### config.mk
export PLATFORM = sky130hd
export DESIGN_NAME = sysid_ext
export DESIGN_NICKNAME = d
export VERILOG_FILES = /design/src/rtl/sysid_ext_pkg.sv /design/src/rtl/sysid_uptime_counter.sv /design/src/rtl/sysid_ext.sv
export SDC_FILE = /design/constraint.sdc
export NUM_CORES = 1
export LEC_CHECK = 0
export CAP_MARGIN = 20
export CORE_MARGIN = 2
export CORE_UTILIZATION = 45
export DETAILED_ROUTE_END_ITERATION = 10
export MAX_ROUTING_LAYER = met4
export PLACE_DENSITY = 0.65
export RECOVER_POWER = 25
export SKIP_CTS_REPAIR_TIMING = 1
export SLEW_MARGIN = 20
export SYNTH_ARGS = -nofsm -noshare
export SYNTH_HDL_FRONTEND = slang
export SYNTH_SLANG_ARGS = --single-unit
### constraint.sdc
create_clock -name clock -period 3.3 [get_ports clock]
set_input_delay 0.825 -clock clock [delete_from_list [all_inputs] [get_ports clock]]
set_output_delay 0.825 -clock clock [all_outputs]
set_load 0.02 [all_outputs]
### src/rtl/sysid_ext_pkg.sv
// sysid_ext_pkg: shared constants and helpers for the sysid_ext slave.
//   Word offsets of the register map, CONTROL bit positions and a
//   byte-lane merge helper used for byteenable writes.
package sysid_ext_pkg;

    localparam int OFF_ID    = 0;
    localparam int OFF_TS    = 1;
    localparam int OFF_UP_LO = 2;
    localparam int OFF_UP_HI = 3;
    localparam int OFF_CTRL  = 4;
    localparam int OFF_SCR0  = 5;

    localparam int EN_BIT   = 0;
    localparam int CLR_BIT  = 1;
    localparam int LOCK_BIT = 31;

    // Replace only the byte lanes whose enable bit is set.
    function automatic logic [31:0] be_merge(input logic [31:0] old_v,
                                             input logic [31:0] new_v,
                                             input logic [3:0]  be);
        logic [31:0] r;
        r = old_v;
        for (int b = 0; b < 4; b++) begin
            if (be[b]) r[8*b +: 8] = new_v[8*b +: 8];
        end
        return r;
    endfunction

endpackage

### src/rtl/sysid_uptime_counter.sv
// sysid_uptime_counter: 64-bit free-running uptime counter.
//   clock     in   sole clock
//   reset_n   in   synchronous active-low reset
//   en        in   count enable (increment by 1 per cycle)
//   clr       in   zero the counter on the next edge, overrides en
//   snap      in   capture the upper word into hi_shadow this edge
//   cnt_lo    out  live lower 32 bits of the counter
//   hi_shadow out  upper 32 bits as captured by the last snap
module sysid_uptime_counter (
    input  logic        clock,
    input  logic        reset_n,
    input  logic        en,
    input  logic        clr,
    input  logic        snap,
    output logic [31:0] cnt_lo,
    output logic [31:0] hi_shadow
);

    logic [63:0] cnt;

    always_ff @(posedge clock) begin
        if (!reset_n) begin
            cnt       <= '0;
            hi_shadow <= '0;
        end else begin
            if (clr)
                cnt <= '0;
            else if (en)
                cnt <= cnt + 64'd1;
            // Captured from the same cycle that returns cnt_lo, so the
            // pair read by software is coherent across a lower-word wrap.
            if (snap)
                hi_shadow <= cnt[63:32];
        end
    end

    assign cnt_lo = cnt[31:0];

endmodule

### src/rtl/sysid_ext.sv
// sysid_ext: Avalon-MM system-identification slave.
//   Registers: ID, TIMESTAMP, UPTIME_LO/HI (atomic pair), CONTROL
//   (EN, CLR pulse, sticky LOCK) and N_SCRATCH byte-writable scratch words.
//   clock          in   sole clock
//   reset_n        in   synchronous active-low reset
//   address        in   word address
//   read / write   in   access strobes
//   writedata      in   write data
//   byteenable     in   write byte lanes
//   readdata       out  registered read data (holds when not valid)
//   readdatavalid  out  one-cycle pulse, one cycle after each read
module sysid_ext
    import sysid_ext_pkg::*;
#(
    parameter logic [31:0] ID_VALUE  = 32'h0000_0000,
    parameter logic [31:0] TIMESTAMP = 32'd1436119381,
    parameter int          N_SCRATCH = 4,
    parameter int          ADDR_W    = 5
) (
    input  logic              clock,
    input  logic              reset_n,
    input  logic [ADDR_W-1:0] address,
    input  logic              read,
    input  logic              write,
    input  logic [31:0]       writedata,
    input  logic [3:0]        byteenable,
    output logic [31:0]       readdata,
    output logic              readdatavalid
);

    generate
        if (N_SCRATCH < 1 || N_SCRATCH > 16) begin : g_bad_nscratch
            $error("sysid_ext: N_SCRATCH must be in 1..16");
        end
        if (OFF_SCR0 + N_SCRATCH > 2**ADDR_W) begin : g_bad_addr_w
            $error("sysid_ext: ADDR_W too small for the register map");
        end
    endgenerate

    localparam logic [ADDR_W-1:0] A_ID    = ADDR_W'(OFF_ID);
    localparam logic [ADDR_W-1:0] A_TS    = ADDR_W'(OFF_TS);
    localparam logic [ADDR_W-1:0] A_UP_LO = ADDR_W'(OFF_UP_LO);
    localparam logic [ADDR_W-1:0] A_UP_HI = ADDR_W'(OFF_UP_HI);
    localparam logic [ADDR_W-1:0] A_CTRL  = ADDR_W'(OFF_CTRL);

    logic        en_q;
    logic        lock_q;
    logic [31:0] scratch [N_SCRATCH];
    logic [31:0] cnt_lo;
    logic [31:0] hi_shadow;
    logic [31:0] rd_mux;
    logic        wr_ok;
    logic        ctrl_wr;
    logic        ctrl_lane0;
    logic        clr_pulse;
    logic        snap;

    // A write coinciding with a read is dropped with all its side effects.
    assign wr_ok      = write && !read;
    assign ctrl_wr    = wr_ok && (address == A_CTRL);
    assign ctrl_lane0 = ctrl_wr && byteenable[EN_BIT/8] && !lock_q;
    assign clr_pulse  = ctrl_lane0 && writedata[CLR_BIT];
    assign snap       = read && (address == A_UP_LO);

    sysid_uptime_counter u_cnt (
        .clock     (clock),
        .reset_n   (reset_n),
        .en        (en_q),
        .clr       (clr_pulse),
        .snap      (snap),
        .cnt_lo    (cnt_lo),
        .hi_shadow (hi_shadow)
    );

    // lock_q is sampled before this edge, so the write that sets LOCK can
    // still update EN/CLR.
    always_ff @(posedge clock) begin
        if (!reset_n) begin
            en_q   <= 1'b1;
            lock_q <= 1'b0;
        end else begin
            if (ctrl_lane0)
                en_q <= writedata[EN_BIT];
            if (ctrl_wr && byteenable[LOCK_BIT/8] && writedata[LOCK_BIT])
                lock_q <= 1'b1;
        end
    end

    always_ff @(posedge clock) begin
        if (!reset_n) begin
            for (int i = 0; i < N_SCRATCH; i++) scratch[i] <= '0;
        end else if (wr_ok && !lock_q) begin
            for (int i = 0; i < N_SCRATCH; i++) begin
                if (address == ADDR_W'(OFF_SCR0 + i))
                    scratch[i] <= be_merge(scratch[i], writedata, byteenable);
            end
        end
    end

    always_comb begin
        rd_mux = '0;
        if (address == A_ID)
            rd_mux = ID_VALUE;
        else if (address == A_TS)
            rd_mux = TIMESTAMP;
        else if (address == A_UP_LO)
            rd_mux = cnt_lo;
        else if (address == A_UP_HI)
            rd_mux = hi_shadow;
        else if (address == A_CTRL) begin
            rd_mux[EN_BIT]   = en_q;
            rd_mux[LOCK_BIT] = lock_q;
        end
        for (int i = 0; i < N_SCRATCH; i++) begin
            if (address == ADDR_W'(OFF_SCR0 + i))
                rd_mux = scratch[i];
        end
    end

    always_ff @(posedge clock) begin
        if (!reset_n) begin
            readdata      <= '0;
            readdatavalid <= 1'b0;
        end else begin
            readdatavalid <= read;
            if (read)
                readdata <= rd_mux;
        end
    end

endmodule
Yosys cells after proc, flatten, opt, wreduce, memory -nomap -nowiden
Memory sizes are Yosys's and may differ from the RTL's.
Index checks and enable logic that the tools add are counted.
W data, S select, Z words.
- bits in registers: 131
- output and inout bits: 33
- bits of input ports: 45
- memories kept: 1
- word-level logic and storage cells: 131
- RAM bits: 128
- memories (memory ; depth ; width ; read ports ; clocked after Yosys merged registers in ; write ports ; line ; source):
    scratch ; 4 ; 32 ; 4 ; 0 ; 4 ; sysid_ext.sv:48 ; logic [31:0] scratch [N_SCRATCH];
- add/sub/neg operators: 1
- reductions and logical operators: 13
- bitwise gates (word level): 5
- mux-type cells: 97
- eq/ne operators: 8
- operator list (operator ; count):
    $mux W8 ; 64
    $mux W32 ; 11
    $add A64 B1 Y64 const B ; 1
    $mux W30 ; 1
    $mux W1 ; 21
    $eq A5 B3 Y1 const B ; 4
    $eq A5 B2 Y1 const B ; 2
    $logic_and A1 B1 Y1 ; 9
    $eq A5 B1 Y1 const B ; 1
    $eq A5 B4 Y1 const B ; 1
    $logic_not A5 Y1 ; 1
    $or A1 B1 Y1 ; 4
    $logic_not A1 Y1 ; 2
    $reduce_or A2 Y1 ; 1
    $not A1 Y1 ; 1

Depth between registers and ports, before layout
- depth after elaboration: 10
- mapped depth: 9
- depth with buffers taken out: 6

Hierarchy
From an unflattened synthesis, not the netlist that was laid out.
- cell total of the unflattened synthesis: 1247
- area, all modules: 12872.3 sq um
- by module, submodules not included (module ; cells each ; sequential area each (sq um) ; area an instance (sq um) ; instances):
    sysid_ext ; 731 ; 4544.4 ; 8250.4 ; 1
    sysid_uptime_counter ; 516 ; 1921.8 ; 4621.9 ; 1

Worst setup path before layout
No wires, ideal clock.
- path kind: input-to-reg
- start: input port reset_n
- end: memory scratch[0][0] (enable)
- path buffers: 2
- arrival: 2.429 ns
- stages: 7
- setup time: 0.329 ns
- path slack: 0.543 ns
- data required time: 2.971 ns
- cell sequence: buf_2 -> inv_2 -> or4b_4 -> nor4b_4 -> buf_2 -> nand2_1 -> nand2_1
- RTL lines (what ; line ; source):
    from (decl) ; sysid_ext.sv:21 ; input logic reset_n,
    to (decl) ; sysid_ext.sv:48 ;

==> flow_metrics.tcl <==
set metrics [dict create \
    design.final.nets 1318 \
    final_hold_viol_count 0 \
    fmaxAchievable_mhz 341 \
    synth.yosys.warnings 0 \
    grt.overflow.total 0 \
    grt_setup_unrepaired "no" \
    die_area_sq_um 27500 \
    top_level_ports 78 \
    synth_cell_type_count 53 \
    first_global_vias 8843 \
    endpoint_kind "flop" \
    crit_arrival_ns 3.14 \
    grt.met2_usage_pct 36.1 \
    vias_per_cell 5.72 \
    synth_seq_area_share_pct 54.9 \
    synth.largest_area_cell "edfxtp_1" \
    leakagePower_uw 0.00482 \
    critPathLaunchType "input port" \
    htree_levels 1 \
    clock_buffer_count_from_cts 28 \
    largest_net_degree_at_the_start_of_global_routing 65 \
    setup_viol 0 \
    first_pass_iters 5 \
    route.vias.total 9326 \
    grt.total_usage_pct 24.0 \
    clock_latency_ns 0.56 \
    grt_first_pass_wirelength_um 51100 \
    outcome "completed" \
    netlist_area_sq_um 11800 \
    grt_use_met3_pct 3.62 \
    vdd_ir_drop_max_mv 0.435 \
    synth_fp_nets 1248 \
    switching_share_pct 22.9 \
    setup-tns-final_ns 0 \
    power.net_switching_uw 1680 \
    route.detailed.wl_per_inst_um 20.0 \
    worst_pin_slew_ns 0.761 \
    finish.cell_count_without_fillers 1630 \
    cts_root_buffer "clkbuf_16" \
    antenna_left 0 \
    core-area_sq_um 25900 \
    reg2reg_from "u_cnt.cnt[31]$_SDFFE_PP0P_" \
    register_bit_count_reported_by_yosys 259 \
    timing.max_cap.violations 0 \
    antenna_found_initial 1 \
    fin_crit_sh_pct 88.9 \
    final_critical_path_setup_slack_ns 0.367 \
    post_route_cells_drive_above_1_share_pct 8.42 \
    worst-setup-path-type "input port to flop" \
    timing.max_slew.rel_slack_pct 49.2 \
    reg2reg_to "u_cnt.cnt[41]$_SDFFE_PP0P_" \
    synth.top_cells.by_area "edfxtp_1 33%, dfxtp_1 22%, and2_1 7.0%" \
    cts.clk_slew.worst_paths_ns 0.07 \
    start_util_pct 45.5 \
    max_slew_violation_count 0 \
    clock_sink_total 259 \
    internal_power_uw 5640 \
    drcViolationCount 0 \
    cp_max_fo 16 \
    syn-mean-instance-area_sq_um 9.81 \
    synth_largest_type_area_fraction_pct 32.6 \
    die_x_um 166 \
    min-delay-path-class "flop to flop" \
    critical_path.endpoint "scratch[1][15]$_SDFFCE_PN0P_" \
    worst-r2r-setup-slack_ns 0.77 \
    finClkSkew_ns 0.0197 \
    dpl.hpwl_um 22700 \
    dp.cells 1577 \
    die_y_um 166 \
    p_per_area_nw_per_um2 522 \
    worst_setup_path_startpoint "address[1]" \
    tritoncts_clock_tree "yes" \
    whs_path_depth 2 \
    power.clock.fraction_pct 45.3 \
    area_delta_synth_final_pct 19.0 \
    final_area_sq_um 14000 \
    fill_cells 2328 \
    pwr-share-seq_pct 48.2 \
    wl_um 32500 \
    placement.cell_area_sq_um 13100 \
    number_of_cells_on_the_worst_reg_to_reg_path 6 \
    max-clock-path-buffers 3 \
    preCtsSetupSlack_ns 0.0789 \
    portBuffers 77 \
    totalPowerFinal_uw 7320 \
    top_usage_layer "met2" \
    share_comb_of_total_power_pct 6.5 \
    min_period_ns 2.93 \
    drt_iter0_markers 847 \
    place_congestion 0.899 \
    required_time_at_the_worst_slack_endpoint_ns 3.51 \
    synthCells 1202 \
    grt_use_met1_pct 34.6 \
    std_cell_rows 59 \
]
==> worst max-delay path, cell delays in order <==
cell and delay, ns:
dlygate4sd3_1 0.68, clkbuf_1 0.62, nand3_1 0.23, nor2_2 0.40, nand2_1 0.09, nand2_1 0.28
==> power by group through the flow <==
stage               clock [uW]  sequential, uW  combinational [uW]
global route              3510            3540                 508
detailed placement           0            3600                 479
global placement             0            3590                 476
finish                    3320            3530                 475
floorplan                    0            3600                 218
CTS                       3370            3530                 481
==> how the worst min path moves through the flow <==
stage                                      from                                to  slack [ns]
4_1_cts        u_cnt.hi_shadow[24]$_SDFFE_PN0P_  u_cnt.hi_shadow[24]$_SDFFE_PN0P_        0.47
6_report       u_cnt.hi_shadow[24]$_SDFFE_PN0P_  u_cnt.hi_shadow[24]$_SDFFE_PN0P_        0.46
3_5_place_dp   u_cnt.hi_shadow[21]$_SDFFE_PN0P_  u_cnt.hi_shadow[21]$_SDFFE_PN0P_        0.45
5_1_grt        u_cnt.hi_shadow[24]$_SDFFE_PN0P_  u_cnt.hi_shadow[24]$_SDFFE_PN0P_        0.48
2_1_floorplan  u_cnt.hi_shadow[12]$_SDFFE_PN0P_  u_cnt.hi_shadow[12]$_SDFFE_PN0P_        0.43
3_3_place_gp   u_cnt.hi_shadow[24]$_SDFFE_PN0P_  u_cnt.hi_shadow[24]$_SDFFE_PN0P_        0.45
==> synthesized netlist by cell type, drive strengths merged <==
cell type / number
nand3: 25
a2111oi: 15
a221oi: 1
and2: 132
or2: 2
and3: 9
xnor2: 9
nor2: 97
o22ai: 21
a22o: 14
a31oi: 16
or3: 20
o31ai: 8
o21ai: 54
a22oi: 1
nor4b: 1
o2bb2ai: 14
or4: 6
a21oi: 78
ha: 1
o311a: 15
buf: 21
and4: 5
clkbuf: 63
inv: 13
o32ai: 2
o32a: 1
nor4: 7
nand2: 162
mux2i: 3
nor3: 7
nand2b: 31
nor2b: 16
or4b: 1
a21o: 1
nor4bb: 1
o221ai: 14
and3b: 1
nand4: 24
and4b: 1
edfxtp: 128
xor2: 26
nand4b: 4
dfxtp: 131
==> layout make-up <==
| type | count | area (sq um) | area share, % |
|---|---|---|---|
| Inverter | 13 | 48.8 | 0.348 |
| Clock buffer | 38 | 856 | 6.10 |
| Multi-Input combinational cell | 846 | 4950 | 35.3 |
| Timing Repair Buffer | 124 | 1140 | 8.15 |
| Clock inverter | 14 | 148 | 1.05 |
| Sequential cell | 259 | 6470 | 46.1 |
| Antenna cell | 1 | 2.50 | 0.0178 |
| Tap cell | 335 | 419 | 2.99 |
==> cell families (layout without fill, tap and decap cells) <==
group | count (synthesis) | in the layout | share of synthesized area [%]
other | 0 | 1 | 0
XOR/XNOR | 35 | 35 | 2.60
AND/OR/NAND/NOR | 552 | 552 | 24.9
buffers and inverters | 97 | 189 | 3.24
AO/OA/AOI/OAI | 255 | 255 | 14.0
multiplexers | 3 | 3 | 0.255
adder cells (fa/ha/maj) | 1 | 1 | 0.106
flip-flops | 259 | 259 | 54.9
==> routing by layer <==
metal	vias up	share of wire, %
li1	4440	-
met1	4538	45
met2	312	46
met3	36	6.9
met4	0	1.8
met5	-	0
==> metrics by stage <==
stage                     utilization [%]  hold WS (ns)
after floorplan                         -         0.432
after CTS                            54.3         0.465
after global routing                 54.1         0.478
final                                54.1         0.458
after detailed placement             50.4         0.453
after global placement               50.4         0.447
==> layout by cell type, fill, tap and decap left out, types with 4 or more instances in the layout <==
cell type	count
nand2b_1	31
xnor2_1	9
and2_0	37
nand2_1	161
and4_1	5
and2_1	95
dlygate4sd3_1	23
or4_1	6
dfxtp_1	131
nor2b_1	16
inv_1	13
a31oi_1	16
or3_1	20
nand3_1	25
clkinv_4	4
clkdlybuf4s50_1	52
buf_4	33
clkbuf_1	11
buf_12	5
xor2_1	26
o311a_1	15
nand4b_1	4
a21oi_1	78
nor2_1	95
clkbuf_16	33
nand4_1	20
o2bb2ai_1	14
o221ai_1	14
o21ai_0	54
o22ai_1	21
and3_1	9
clkinv_2	6
o31ai_1	8
a2111oi_0	15
edfxtp_1	128
a22o_1	14
==> flip-flops by register name, summed over array words and instances, names as in the netlist <==
register	count
scratch	128
readdatavalid	1
en_q	1
u_cnt.hi_shadow	32
readdata	32
u_cnt.cnt	64
lock_q	1
No activity file was read; power rests on OpenSTA's default activity.
